**src/rtl/tdm_mux_pkg.sv**
```systemverilog
// Shared encodings for the TDM multiplexer: FSM state and mode-pin values.
package tdm_mux_pkg;

  typedef enum logic {
    ST_MANUAL = 1'b0,
    ST_SCAN   = 1'b1
  } tdm_state_e;

  localparam logic MODE_MANUAL = 1'b0;
  localparam logic MODE_SCAN   = 1'b1;

  function automatic tdm_state_e mode_to_state(input logic m);
    return (m == MODE_SCAN) ? ST_SCAN : ST_MANUAL;
  endfunction

endpackage

```
**src/rtl/tdm_mux_ptr.sv**
```systemverilog
// Modulo-CHANNELS counter with enable and synchronous load-to-zero.
// Wraps on an explicit compare, so non-power-of-two channel counts work.
module tdm_mux_ptr #(
  parameter int CHANNELS = 4,
  parameter int SEL_W    = 2
) (
  input  logic             clk,
  input  logic             rst,
  input  logic             i_en,
  input  logic             i_load0,
  output logic [SEL_W-1:0] o_ptr
);

  localparam logic [SEL_W-1:0] LP_LAST = SEL_W'(CHANNELS - 1);

  logic [SEL_W-1:0] r_ptr;

  always_ff @(posedge clk) begin
    if (rst)
      r_ptr <= '0;
    else if (i_load0)
      r_ptr <= '0;
    else if (i_en)
      r_ptr <= (r_ptr == LP_LAST) ? '0 : r_ptr + SEL_W'(1);
  end

  assign o_ptr = r_ptr;

endmodule

```
**src/rtl/tdm_mux_scan.sv**
```systemverilog
// Registered N:1 multiplexer with valid/ready. MANUAL forwards channel sel;
// SCAN round-robins one slot per channel and tags each word with its source.
module tdm_mux_scan
  import tdm_mux_pkg::*;
#(
  parameter  int CHANNELS = 4,
  parameter  int WIDTH    = 8,
  localparam int SEL_W    = $clog2(CHANNELS)
) (
  input  logic                      clk,
  input  logic                      rst,
  input  logic                      mode,
  input  logic [SEL_W-1:0]          sel,
  input  logic [CHANNELS*WIDTH-1:0] in_data,
  input  logic [CHANNELS-1:0]       in_valid,
  output logic [CHANNELS-1:0]       in_ready,
  output logic [WIDTH-1:0]          out_data,
  output logic [SEL_W-1:0]          out_chan,
  output logic                      out_valid,
  input  logic                      out_ready
);

  localparam logic [SEL_W:0] LP_NCH = (SEL_W+1)'(CHANNELS);

  tdm_state_e          r_state;
  logic                r_valid;
  logic [WIDTH-1:0]    r_data;
  logic [SEL_W-1:0]    r_chan;

  logic [SEL_W-1:0]    w_ptr;
  logic [SEL_W-1:0]    w_cand;
  logic                w_slot_free;
  logic                w_cand_ok;
  logic                w_go;
  logic                w_take;
  logic                w_ptr_en;
  logic                w_ptr_load0;
  logic [CHANNELS-1:0] w_ready;
  logic [WIDTH-1:0]    w_mux;

  assign w_slot_free = !r_valid || out_ready;
  assign w_cand      = (r_state == ST_SCAN) ? w_ptr : sel;
  // An out-of-range manual select simply has no candidate.
  assign w_cand_ok   = (r_state == ST_SCAN) || ({1'b0, sel} < LP_NCH);
  assign w_go        = !rst && w_slot_free && w_cand_ok;

  for (genvar k = 0; k < CHANNELS; k++) begin : g_rdy
    assign w_ready[k] = w_go && (w_cand == SEL_W'(k)) && in_valid[k];
  end

  assign w_take   = |w_ready;
  assign in_ready = w_ready;

  always_comb begin
    w_mux = '0;
    for (int k = 0; k < CHANNELS; k++)
      if (w_ready[k]) w_mux = in_data[k*WIDTH +: WIDTH];
  end

  // Pointer walks every free slot in SCAN, valid or not, so each channel
  // gets exactly one slot per CHANNELS cycles; entering SCAN restarts at 0.
  assign w_ptr_en    = (r_state == ST_SCAN) && w_slot_free;
  assign w_ptr_load0 = (r_state == ST_MANUAL) && (mode == MODE_SCAN);

  tdm_mux_ptr #(
    .CHANNELS (CHANNELS),
    .SEL_W    (SEL_W)
  ) u_ptr (
    .clk     (clk),
    .rst     (rst),
    .i_en    (w_ptr_en),
    .i_load0 (w_ptr_load0),
    .o_ptr   (w_ptr)
  );

  always_ff @(posedge clk) begin
    if (rst) begin
      r_state <= ST_MANUAL;
      r_valid <= 1'b0;
      r_data  <= '0;
      r_chan  <= '0;
    end else begin
      r_state <= mode_to_state(mode);
      if (w_take) begin
        r_valid <= 1'b1;
        r_data  <= w_mux;
        r_chan  <= w_cand;
      end else if (out_ready) begin
        r_valid <= 1'b0;
      end
    end
  end

  assign out_data  = r_data;
  assign out_chan  = r_chan;
  assign out_valid = r_valid;

endmodule
```
**config.mk**
```make
export PLATFORM = sky130hd
export DESIGN_NAME = tdm_mux_scan
export DESIGN_NICKNAME = d
export VERILOG_FILES = /design/src/rtl/tdm_mux_pkg.sv /design/src/rtl/tdm_mux_ptr.sv /design/src/rtl/tdm_mux_scan.sv
export SDC_FILE = /design/constraint.sdc
export NUM_CORES = 1
export LEC_CHECK = 0
export ABC_AREA = 1
export BUFFER_PORTS_ARGS = -buffer_cell sky130_fd_sc_hd__buf_2
export CAP_MARGIN = 30
export CORE_MARGIN = 3
export CORE_UTILIZATION = 39
export CTS_CLUSTER_SIZE = 14
export DETAILED_ROUTE_END_ITERATION = 8
export MAX_ROUTING_LAYER = met4
export PLACE_DENSITY = 0.75
export SYNTH_ARGS = -nofsm -noshare
export SYNTH_HDL_FRONTEND = slang
export SYNTH_SLANG_ARGS = --single-unit
export TNS_END_PERCENT = 100
```
**constraint.sdc**
```tcl
create_clock -name clk -period 1.4 [get_ports clk]
set_input_delay 0.14 -clock clk [delete_from_list [all_inputs] [get_ports clk]]
set_output_delay 0.14 -clock clk [all_outputs]
set_load 0.01 [all_outputs]
```
==> results.py <==
metrics = {
    "power": {
        "p_leak_nw": 0.793,
        "p_int_w": 0.000776,
        "clkPwrFrac": 0.245,
        "swShare": 0.335,
        "switching_power_w": 0.000391,
        "p_seq_frac": 0.394,
        "p_per_area_nw_per_um2": 799,
        "peakVddDrop_v": 0.000512,
        "comb_power_share": 0.361,
    },
    "routing": {
        "drc": 0,
        "routedWlPerCell_microns": 11.5,
        "viasPerCell": 4.86,
        "drt.antenna.violating_nets": 0,
        "dr.pass1.iters": 5,
        "routed_wirelength_mm": 2.88,
        "vias": 1219,
        "drtIter0Drc": 29,
    },
    "place": {
        "gp_congestion": 0.842,
        "port_buffers": 56,
        "dpl.hpwl_mm": 2.10,
    },
    "clocking": {
        "clock_latency_ns": 0.27,
        "clk_pin_slew_ns": 0.08,
        "cts-root-buf": "clkbuf_4",
        "cts_hold_buf": 0,
        "cts_tree": "done",
        "htree_levels": 1,
        "cts_made_buffers": 3,
        "cts_max_path_buffers": 2,
        "clock-sinks": 14,
    },
    "sta": {
        "fin_crit_ns": 1.41,
        "setup_viol": 2,
        "fmax_mhz": 708,
        "fin_crit_sh": 1.01,
        "hold_viol": 0,
        "post-route-worst-setup-slack_ns": -0.0130,
        "fin_skew_ns": 0.00140,
        "whs_ns": 0.0538,
        "grt_setup_unrepaired": "true",
        "worst_pin_slew_ns": 0.267,
        "max_slew_margin": 0.820,
        "slew_viol_final": 0,
    },
    "die": {
        "ios": 57,
        "core_sq_um": 2320,
        "start_util": 0.427,
        "die_w_microns": 56.4,
        "rows": 17,
        "die_area_sq_um": 3180,
        "die_h_microns": 56.4,
    },
    "critical_path": {
        "worst_setup_path_start_kind": "flip-flop",
        "crit_fanout": 7,
        "arrival_ns": 1.27,
        "worstPathRequired_ns": 1.26,
        "critPathCaptureType": "primary output",
        "critPathKind": "reg -> out",
    },
    "layout": {
        "drive_gt1_frac": 0.448,
        "diodes": 0,
        "fillers": 232,
        "final_cell_mix": "buf_2 (54), nand3_1 (32), nand2_1 (23)",
        "syn2layout_area_growth_pct": 47.3,
        "final_common_cell": "buf_2",
        "nets": 267,
        "utilization": 0.630,
    },
    "global_routing": {
        "grt_pass1_wl_mm": 4.44,
        "grt_overflow": 0,
        "grt_max_degree": 17,
        "grt_pass1_vias": 1082,
        "grtUsageTotal": 0.172,
        "antenna_found_initial": 0,
    },
    "outcome": {
        "failed_checks": "setup timing",
        "outcome": "complete, but fails checks",
    },
    "yosys": {
        "synth_nets": 199,
        "synth.avg_cell_area_sq_um": 6.35,
        "synth_cells": 156,
        "synth_flop_cell": "dfxtp_1",
        "synth-seq-cells": 14,
        "yosys.cell_types.count": 21,
        "ys_seq_area_frac": 0.283,
        "syn_area_sq_um": 991,
        "ys_warn_count": 0,
        "synth_edf_count": 0,
        "synthArstFlopShare": 0,
    },
    "worst_hold_path": {
        "hp-class": "in -> reg",
    },
    "job": {
        "maxCapViolations": 0,
    },
}
==> flip-flops by register name, indices dropped and copies added (netlist names) <==
register / flops
out_chan: 2
out_data: 8
out_valid: 1
r_state: 1
u_ptr.o_ptr: 2
==> metrics by stage <==
step | TNS [ns] | total power [W] | setup WS (ns) | cells | area (sq um)
floorplan | 0 | 0.000705 | 0.00601 | 156 | 992
global placement | 0 | 0.000847 | 0.0232 | 243 | 1340
detailed placement | 0 | 0.000849 | 0.00182 | 243 | 1340
CTS | -0.00590 | 0.00114 | -0.00442 | 248 | 1390
global route | -0.688 | 0.00125 | -0.0919 | 251 | 1460
finish | -0.0258 | 0.00117 | -0.0130 | 251 | 1460
==> worst max-delay path: stages, from the launching register on <==
cell	delay, ns
dfxtp_4	0.41
inv_4	0.06
nand2_2	0.08
nand2_4	0.08
nor2_4	0.12
nand2_2	0.08
inv_1	0.06
buf_2	0.12
==> logic make-up after synthesis <==
kind of cell | count (synthesis) | synth area share
adders and majority gates | 1 | 0.0126
and+or+nand+nor | 107 | 0.552
AOI/OAI and AO/OA | 6 | 0.0366
buffers and inverters | 28 | 0.116
DFF | 14 | 0.283
==> area by class of cell <==
class,instances,area (sq um),share of cell area
inverters,24,92.6,0.0634
multi-input cells,117,657,0.450
well taps,28,35.0,0.0240
flip-flops and latches,14,287,0.196
repair buffers,64,353,0.242
clock buffers,4,36.3,0.0249
==> cell usage after synthesis, types with 2 or more instances <==
cell type	number	area, sq um
nand3_1	32	160
nand2_2	5	31.3
buf_2	2	10.0
nor2_1	20	75.1
inv_1	23	86.3
o21ai_0	2	10.0
nand2_1	32	120
dfxtp_1	14	280
nor2_4	6	67.6
nand4_1	8	50.1
a21oi_1	2	10.0
==> power groups by stage <==
stage	combinational, W	clock, W	sequential, W
2_1_floorplan	0.000220	0	0.000485
3_3_place_gp	0.000378	0	0.000469
3_5_place_dp	0.000380	0	0.000469
4_1_cts	0.000391	0.000294	0.000460
5_1_grt	0.000473	0.000308	0.000466
6_report	0.000421	0.000286	0.000460
==> what timing repair did <==
item / CTS / global route
gates resized for setup: 3 / 16
pin swaps: 2 / 8
endpoints found under the setup margin: 7 / 15
setup buffers: 0 / 1
gates cloned: 1 / 2
==> routing by layer <==
metal / vias to the layer above / part of all wire / GRT usage
li1: 640 / - / -
met1: 519 / 0.42 / 0.227
met2: 58 / 0.49 / 0.279
met3: 2 / 0.081 / 0.0161
met4: 0 / 0.0073 / 0.0508
met5: - / 0 / -
==> worst paths after layout <==
path	startpoint	end	slack, ns	cells past startpoint
max	r_state	in_ready[2]	-0.01	7
min	rst	r_state	0.05	2
max reg2reg	r_state	out_chan[0]	0.02	9
min reg2reg	u_ptr.o_ptr[1]	u_ptr.o_ptr[1]	0.50	2
Power figures use the tool's default switching activity.
